`config.mk`:
```
export PLATFORM = sky130hd
export DESIGN_NAME = poly_pointwise_mul_flat
export DESIGN_NICKNAME = d
export VERILOG_FILES = /design/src/rtl/poly_pointwise_mul_if.sv /design/src/rtl/poly_pointwise_mul.sv /design/src/flat_wrapper.sv
export SDC_FILE = /design/constraint.sdc
export NUM_CORES = 2
export LEC_CHECK = 0
export ABC_AREA = 1
export CORE_MARGIN = 5
export CORE_UTILIZATION = 40
export CTS_BUF_LIST = sky130_fd_sc_hd__clkbuf_2 sky130_fd_sc_hd__clkbuf_4 sky130_fd_sc_hd__clkbuf_8
export DETAILED_ROUTE_END_ITERATION = 7
export PLACE_DENSITY_LB_ADDON = 0.2
export SYNTH_ARGS = -nofsm -noshare
export SYNTH_HDL_FRONTEND = slang
export SYNTH_SLANG_ARGS = --single-unit
```
`constraint.sdc`:
```
create_clock -name clk -period 113.2 [get_ports clk]
set_input_delay 22.64 -clock clk [delete_from_list [all_inputs] [get_ports clk]]
set_output_delay 22.64 -clock clk [all_outputs]
set_load 0.03 [all_outputs]
```
`src/rtl/poly_pointwise_mul_if.sv`:
```
// Coefficient stream bundle for poly_pointwise_mul: paired A/B input stream
// and product output stream, both valid/ready.
interface poly_pointwise_mul_if;
    logic        in_valid;
    logic        in_ready;
    logic [31:0] a_coef;
    logic [31:0] b_coef;
    logic        out_valid;
    logic        out_ready;
    logic [31:0] c_coef;
    logic        out_last;

    modport master (
        output in_valid, a_coef, b_coef, out_ready,
        input  in_ready, out_valid, c_coef, out_last
    );

    modport slave (
        input  in_valid, a_coef, b_coef, out_ready,
        output in_ready, out_valid, c_coef, out_last
    );
endinterface

```
`src/rtl/poly_pointwise_mul.sv`:
```
// NTT-domain pointwise product c[i] = a[i]*b[i] mod Q over N coefficients.
// Define PWM_INPUT_REDUCE_EN to add a leading stage canonicalising signed inputs.
module poly_pointwise_mul #(
    parameter int Q = 8380417,
    parameter int N = 256
) (
    input  logic                 clk,
    input  logic                 rst,
    input  logic                 start,
    poly_pointwise_mul_if.slave  bus,
    output logic                 busy,
    output logic                 done
);
    localparam int CW = $clog2(N + 1);
`ifdef PWM_INPUT_REDUCE_EN
    localparam int LAT = 4;
`else
    localparam int LAT = 3;
`endif

    typedef enum logic [1:0] {IDLE, RUN, DRAIN, DONE} state_t;

    state_t          state_q, state_d;
    logic [CW-1:0]   in_cnt_q, in_cnt_d;
    logic [CW-1:0]   out_cnt_q, out_cnt_d;
    logic [LAT-1:0]  vld_q;
    logic [63:0]     prod_q;
    logic [31:0]     red_q;
    logic [31:0]     c_q;
    logic [31:0]     mul_a, mul_b;
    logic            stall, acc, out_hs;

    // A held output freezes every stage, so nothing behind it can be lost.
    assign stall         = vld_q[LAT-1] && !bus.out_ready;
    assign bus.in_ready  = (state_q == RUN) && (in_cnt_q < CW'(N)) && !stall;
    assign acc           = bus.in_valid && bus.in_ready;
    assign out_hs        = vld_q[LAT-1] && bus.out_ready;
    assign bus.out_valid = vld_q[LAT-1];
    assign bus.c_coef    = c_q;
    assign bus.out_last  = vld_q[LAT-1] && (out_cnt_q == CW'(N - 1));
    assign busy          = (state_q != IDLE);
    assign done          = (state_q == DONE);

`ifdef PWM_INPUT_REDUCE_EN
    logic [31:0] ca_q, cb_q;

    // Signed % truncates toward zero, so a negative remainder needs one +Q.
    function automatic logic [31:0] canon(input logic [31:0] x);
        logic signed [31:0] r;
        r = $signed(x) % Q;
        if (r < 0)
            r = r + Q;
        return $unsigned(r);
    endfunction

    always_ff @(posedge clk or posedge rst) begin
        if (rst) begin
            ca_q <= '0;
            cb_q <= '0;
        end else if (!stall) begin
            ca_q <= canon(bus.a_coef);
            cb_q <= canon(bus.b_coef);
        end
    end

    assign mul_a = ca_q;
    assign mul_b = cb_q;
`else
    assign mul_a = bus.a_coef;
    assign mul_b = bus.b_coef;
`endif

    always_ff @(posedge clk or posedge rst) begin
        if (rst) begin
            vld_q  <= '0;
            prod_q <= '0;
            red_q  <= '0;
            c_q    <= '0;
        end else if (!stall) begin
            vld_q  <= {vld_q[LAT-2:0], acc};
            prod_q <= 64'(mul_a) * 64'(mul_b);
            red_q  <= 32'(prod_q % 64'(Q));
            if (vld_q[LAT-2])
                c_q <= red_q;
        end
    end

    always_ff @(posedge clk or posedge rst) begin
        if (rst) begin
            state_q   <= IDLE;
            in_cnt_q  <= '0;
            out_cnt_q <= '0;
        end else begin
            state_q   <= state_d;
            in_cnt_q  <= in_cnt_d;
            out_cnt_q <= out_cnt_d;
        end
    end

    always_comb begin
        state_d   = state_q;
        in_cnt_d  = in_cnt_q;
        out_cnt_d = out_cnt_q;
        case (state_q)
            IDLE: begin
                if (start) begin
                    state_d   = RUN;
                    in_cnt_d  = '0;
                    out_cnt_d = '0;
                end
            end
            RUN: begin
                if (acc) begin
                    in_cnt_d = in_cnt_q + CW'(1);
                    if (in_cnt_q == CW'(N - 1))
                        state_d = DRAIN;
                end
                if (out_hs)
                    out_cnt_d = out_cnt_q + CW'(1);
            end
            DRAIN: begin
                if (out_hs) begin
                    out_cnt_d = out_cnt_q + CW'(1);
                    if (out_cnt_q == CW'(N - 1))
                        state_d = DONE;
                end
            end
            DONE:    state_d = IDLE;
            default: state_d = IDLE;
        endcase
    end
endmodule

```
`src/flat_wrapper.sv`:
```
// flat-port wrapper written by rule: the top's interface ports become plain ports
module poly_pointwise_mul_flat 
#(
    parameter int Q = 8380417,
    parameter int N = 256
)
  (clk, rst, start, busy, done, bus_in_valid, bus_a_coef, bus_b_coef, bus_out_ready, bus_in_ready, bus_out_valid, bus_c_coef, bus_out_last);
  poly_pointwise_mul_if bus_i ();
  input  logic clk;
  input  logic rst;
  input  logic start;
  output logic busy;
  output logic done;
  input wire logic [$bits(bus_i.in_valid)-1:0] bus_in_valid;
  input wire logic [$bits(bus_i.a_coef)-1:0] bus_a_coef;
  input wire logic [$bits(bus_i.b_coef)-1:0] bus_b_coef;
  input wire logic [$bits(bus_i.out_ready)-1:0] bus_out_ready;
  output wire logic [$bits(bus_i.in_ready)-1:0] bus_in_ready;
  output wire logic [$bits(bus_i.out_valid)-1:0] bus_out_valid;
  output wire logic [$bits(bus_i.c_coef)-1:0] bus_c_coef;
  output wire logic [$bits(bus_i.out_last)-1:0] bus_out_last;
  assign bus_i.in_valid = bus_in_valid;
  assign bus_i.a_coef = bus_a_coef;
  assign bus_i.b_coef = bus_b_coef;
  assign bus_i.out_ready = bus_out_ready;
  assign bus_in_ready = bus_i.in_ready;
  assign bus_out_valid = bus_i.out_valid;
  assign bus_c_coef = bus_i.c_coef;
  assign bus_out_last = bus_i.out_last;
  poly_pointwise_mul #(.Q(Q), .N(N)) u_core (.clk(clk), .rst(rst), .start(start), .bus(bus_i), .busy(busy), .done(done));
endmodule
```
* Word-level counts from Yosys, hierarchy flattened
Index checks and enable logic that the tools add are counted.
** Operators by class
- $add $sub $neg :: 2
- Multiply operators :: 1
- Divide/modulo/power cells :: 1
- Order comparisons :: 1
- Equal/unequal tests :: 11
- Multiplexer cells :: 11
- Bitwise logic cells :: 1
- Reductions and logical operators :: 17
** Operator list (number)
- modulo 64 x 23 -> 64 bit, second input constant :: 1
- multiplier 32 x 32 -> 64 bit :: 1
- one-hot mux 9 bit (2 select lines) :: 2
- two-way mux 9 bit :: 3
- adder 9 x 1 -> 9 bit, second input constant :: 2
- == test 9 x 8 -> 1 bit, second input constant :: 2
- two-way mux 2 bit :: 5
- less-than comparator 9 bit, second input constant :: 1
- != test 2 x 1 -> 1 bit, second input constant :: 4
- one-hot mux 2 bit (4 select lines) :: 1
- logical AND 1 bit :: 6
- AND reduction 3 bit :: 2
- nonzero test 2 bit :: 3
- AND reduction 5 bit :: 1
- == test 2 bit, second input constant :: 2
- != test 2 bit, second input constant :: 2
- == test 2 x 1 -> 1 bit, second input constant :: 1
- logical NOT 1 bit :: 2
- logical NOT 2 bit :: 1
- AND reduction 2 bit :: 1
- OR reduction 2 bit :: 1
- inverter 1 bit :: 1
** Word-level totals
- Flip-flop bits (word level) :: 151
- Logic and storage cells :: 52

* Longest topological paths before layout
- Word-level depth :: 7
- Mapped depth :: 407
- Gate-level depth less buffers :: 377

* Least setup slack after synthesis
OpenSTA, ideal clock, no wires.
- Kind :: input port to output port
- Start point :: input port bus_out_ready
- End point :: output port bus_in_ready
- Arrival :: 23.415 ns
- Data required time :: 90.560 ns
- Slack :: 67.145 ns
- Stages on the path :: 2
- Buffers on the path :: 0
- Path through :: nor2_2 nor3_1
** Between the ends
- Longest elaborated chain between the ends :: 4
** Ends and longest elaborated chain
- start, declared :: line flat_wrapper.sv:17 : input wire logic [$bits(bus_i.out_ready)-1:0] bus_out_ready;
- logical NOT 1 bit :: line poly_pointwise_mul.sv:34 : assign stall = vld_q[LAT-1] && !bus.out_ready;
- logical AND 1 bit :: line poly_pointwise_mul.sv:34
- logical NOT 1 bit :: line poly_pointwise_mul.sv:35 : assign bus.in_ready = (state_q == RUN) && (in_cnt_q < CW'(N)) && !stall;
- logical AND 1 bit :: line poly_pointwise_mul.sv:35
- end, declared :: line flat_wrapper.sv:18 : output wire logic [$bits(bus_i.in_ready)-1:0] bus_in_ready;
No other way between the ends.

* Worst setup path in the final report
- Start point :: register u_core.prod_q[48]
- End point :: register u_core.red_q[11]
** Between the ends
- Longest elaborated chain between the ends :: 1
** Ends and longest elaborated chain
- start, declared :: line poly_pointwise_mul.sv:27 : logic [63:0] prod_q;
- start signal, assigned :: line poly_pointwise_mul.sv:81 : prod_q <= 64'(mul_a) * 64'(mul_b);
- modulo 64 x 23 -> 64 bit :: line poly_pointwise_mul.sv:82 : red_q <= 32'(prod_q % 64'(Q));
- end signal, assigned :: line poly_pointwise_mul.sv:82
- end, declared :: line poly_pointwise_mul.sv:28 : logic [31:0] red_q;
No other way between the ends.
A chain may end at the register's enable or synchronous reset.

==> impl_metrics.env <==
export IMPL_finClkSkew_ns=0.0500
export IMPL_worst_ep_required_time_ns=113.70
export IMPL_post_route_period_util=0.491
export IMPL_cts_setup_buffers=0
export IMPL_postRouteAntennaNets=0
export IMPL_yosys_top_cells_count="nand2_1, inv_1, nand3_1"
export IMPL_drive_gt1_frac=0.205
export IMPL_fin_crit_ns=55.55
export IMPL_grt_pass1_vias=79730
export IMPL_status="finished clean"
export IMPL_cts_made_buffers=17
export IMPL_yosysTopAreaCell="fa_1"
export IMPL_drt_iter0_markers=5903
export IMPL_dp_hpwl_um=213000
export IMPL_initial_core_util=0.402
export IMPL_async_reset_ff_frac=1.00
export IMPL_n_fill_cell=24090
export IMPL_wirelength_um=267000
export IMPL_crit_path_end_kind="register"
export IMPL_postCtsHoldBufs=0
export IMPL_dp_slack_ns=58.00
export IMPL_path_common_cell="nand2_4"
export IMPL_fp_dieW_um=482
export IMPL_crit_fanout=49
export IMPL_max_freq_ghz=0.0180
export IMPL_die_area_um2=232000
export IMPL_clk_path_buf_depth=2
export IMPL_num_rows=173
export IMPL_clock_latency_ns=0.65
export IMPL_cp_arrival_ns=56.06
export IMPL_synth_enable_flop_cells=0
export IMPL_postSynthAreaPerCell_um2=6.50
export IMPL_slew_headroom=0.317
export IMPL_gp_congestion=0.899
export IMPL_cts_tree="built"
export IMPL_drc_errors=0
export IMPL_setup_violations=0
export IMPL_ios=106
export IMPL_syn2layout_area_growth_pct=2.47
export IMPL_antenna_found_initial=4
export IMPL_synth_nets=14943
export IMPL_placedInstanceArea_um2=90900
export IMPL_first_pass_iters=8
export IMPL_crit_type="register to register"
export IMPL_viasPerCell=4.96
export IMPL_port_buffers=105
export IMPL_grt_max_degree=103
export IMPL_ys_ff_latch=151
export IMPL_cp_start_kind="register"
export IMPL_fin_tns_setup_ns=0
export IMPL_clkSinkCount=151
export IMPL_wl_per_cell_um=16.2
export IMPL_max_cap_viol_count=0
export IMPL_min_path_type="register to register"
export IMPL_synth_area_um2=89100
export IMPL_root_buffer="clkbuf_8"
export IMPL_grt_first_pass_wirelength_um=433000
export IMPL_overflow=0
export IMPL_synth_warnings=0
export IMPL_htreeDepth=4
export IMPL_regArea_um2=3780
export IMPL_netlist_area_leader_share=0.201
export IMPL_final_setup_worst_slack_ns=57.65
export IMPL_seq_area_frac_synth=0.0424
export IMPL_final_util=0.411
export IMPL_fin_area_um2=91300
export IMPL_synth_ff_type="dfrtp_1"
export IMPL_slowest_stage="nor2_2"
export IMPL_hold_viol_final=0
export IMPL_clkTransAtPathRegs_ns=0.12
export IMPL_die_h_um=482
export IMPL_worst_slew_pin_slew_ns=1.02
export IMPL_finalNetCount=14735
export IMPL_drv_slew=0
export IMPL_post_cts_resize_count=0
export IMPL_multiInputGateArea_um2=71500
export IMPL_core_um2=222000
export IMPL_num_vias=81674
export IMPL_max_stage_delay_ns=0.77
export IMPL_gr_usage_all_layers=0.228
export IMPL_rsz0062_at_grt="no"
export IMPL_synthCells=13702
export IMPL_synthTopCellsByArea="fa_1, nand2_1, inv_1, nand2_2, nand3_1"
export IMPL_yosys_cell_count_top_type="nand2_1"
export IMPL_yosysUniqueCellTypes=92
==> kinds of logic (layout without fill, tap and decap cells) <==
logic type | after synthesis | in the layout | share of synthesized area
and+or+nand+nor | 8428 | 8428 | 0.491
buffers and inverters | 3057 | 2862 | 0.155
other | 0 | 1 | 0
muxes | 25 | 25 | 0.00315
adders and majority gates | 1172 | 1172 | 0.240
DFF | 151 | 151 | 0.0424
AOI/OAI and AO/OA | 588 | 588 | 0.0399
xor gates and xnor gates | 281 | 281 | 0.0283
==> layout by cell type, fill, tap and decap left out, types with 12 or more instances in the layout <==
cell type,n
nor2_1,1062
nand3_2,249
nand4_1,150
inv_1,2301
a21oi_2,26
nand4_2,13
inv_2,231
nor3_1,90
o21bai_1,19
nor2_4,81
fa_1,896
a21oi_1,120
nor3_2,13
xnor2_1,48
nand2_1,3707
dfrtp_1,151
o21ai_0,219
clkinv_2,27
nand2_8,25
nand2_2,1001
xor2_1,226
nand3_4,23
clkbuf_8,17
clkdlybuf4s50_1,87
buf_2,18
nor2_2,337
clkinv_1,51
o211ai_1,35
nand2_4,447
o21ai_2,47
nand3b_1,38
nand3_1,1125
bufinv_8,12
buf_4,72
inv_4,14
or2_2,22
ha_1,276
mux2_2,24
o21ai_1,77
==> path summary, 6_finish.rpt <==
path                                   startpoint                 to  slack, ns  depth (start not counted)
max in group asynchronous                     rst  u_core.prod_q[45]      89.27                          3
worst max register to register  u_core.prod_q[48]   u_core.red_q[11]      57.65                        322
worst max-delay path            u_core.prod_q[48]   u_core.red_q[11]      57.65                        322
worst min-delay path              u_core.vld_q[1]    u_core.vld_q[2]       0.48                          2
min in group asynchronous                     rst   u_core.prod_q[8]      22.47                          2
worst min register to register    u_core.vld_q[1]    u_core.vld_q[2]       0.48                          2
==> sequential cells by signal (all words and copies together) (netlist names) <==
name	cells
u_core.red_q	32
u_core.prod_q	64
u_core.state_q	2
u_core.out_cnt_q	9
u_core.bus.c_coef	32
u_core.vld_q	3
u_core.in_cnt_q	9
==> per-stage QoR <==
| stage | hold slack, ns | std cells |
|---|---|---|
| finish | 0.485 | 16483 |
| global route | 0.523 | 16483 |
| CTS | 0.484 | 16482 |
| detailed placement | 0.460 | 16450 |
| global placement | 0.469 | 16450 |
| floorplan | 0.444 | 13702 |
==> metal layers <==
layer | up-vias | part of all wire | wire [um] | GRT usage
met4 | 4 | 0.019 | 5060 | 0.0440
met1 | 38542 | 0.48 | 127000 | 0.329
met2 | 2044 | 0.45 | 120000 | 0.371
li1 | 40810 | - | - | -
met5 | - | 0.000086 | 23 | 0
met3 | 274 | 0.054 | 14300 | 0.0246
==> critical path, delay by kind of cell (launching register included) <==
| kind | cells | cell delay [ns] |
|---|---|---|
| AOI/OAI and AO/OA | 3 | 0.77 |
| xor gates and xnor gates | 1 | 0.76 |
| adders and majority gates | 2 | 0.37 |
| buffers and inverters | 19 | 1.80 |
| DFF | 1 | 0.43 |
| and+or+nand+nor | 297 | 50.86 |
==> area by class of cell <==
type                    count  share of cell area
repair buffers            177              0.0164
inverters                2653               0.113
well taps                2975              0.0408
diodes                      1           0.0000274
flip-flops and latches    151              0.0414
multi-input cells       10494               0.783
clock inverters            15             0.00204
clock buffers              17             0.00256
Power is not shown: default switching activity piles up to over one toggle a cycle in this logic, so the estimate is an artifact.
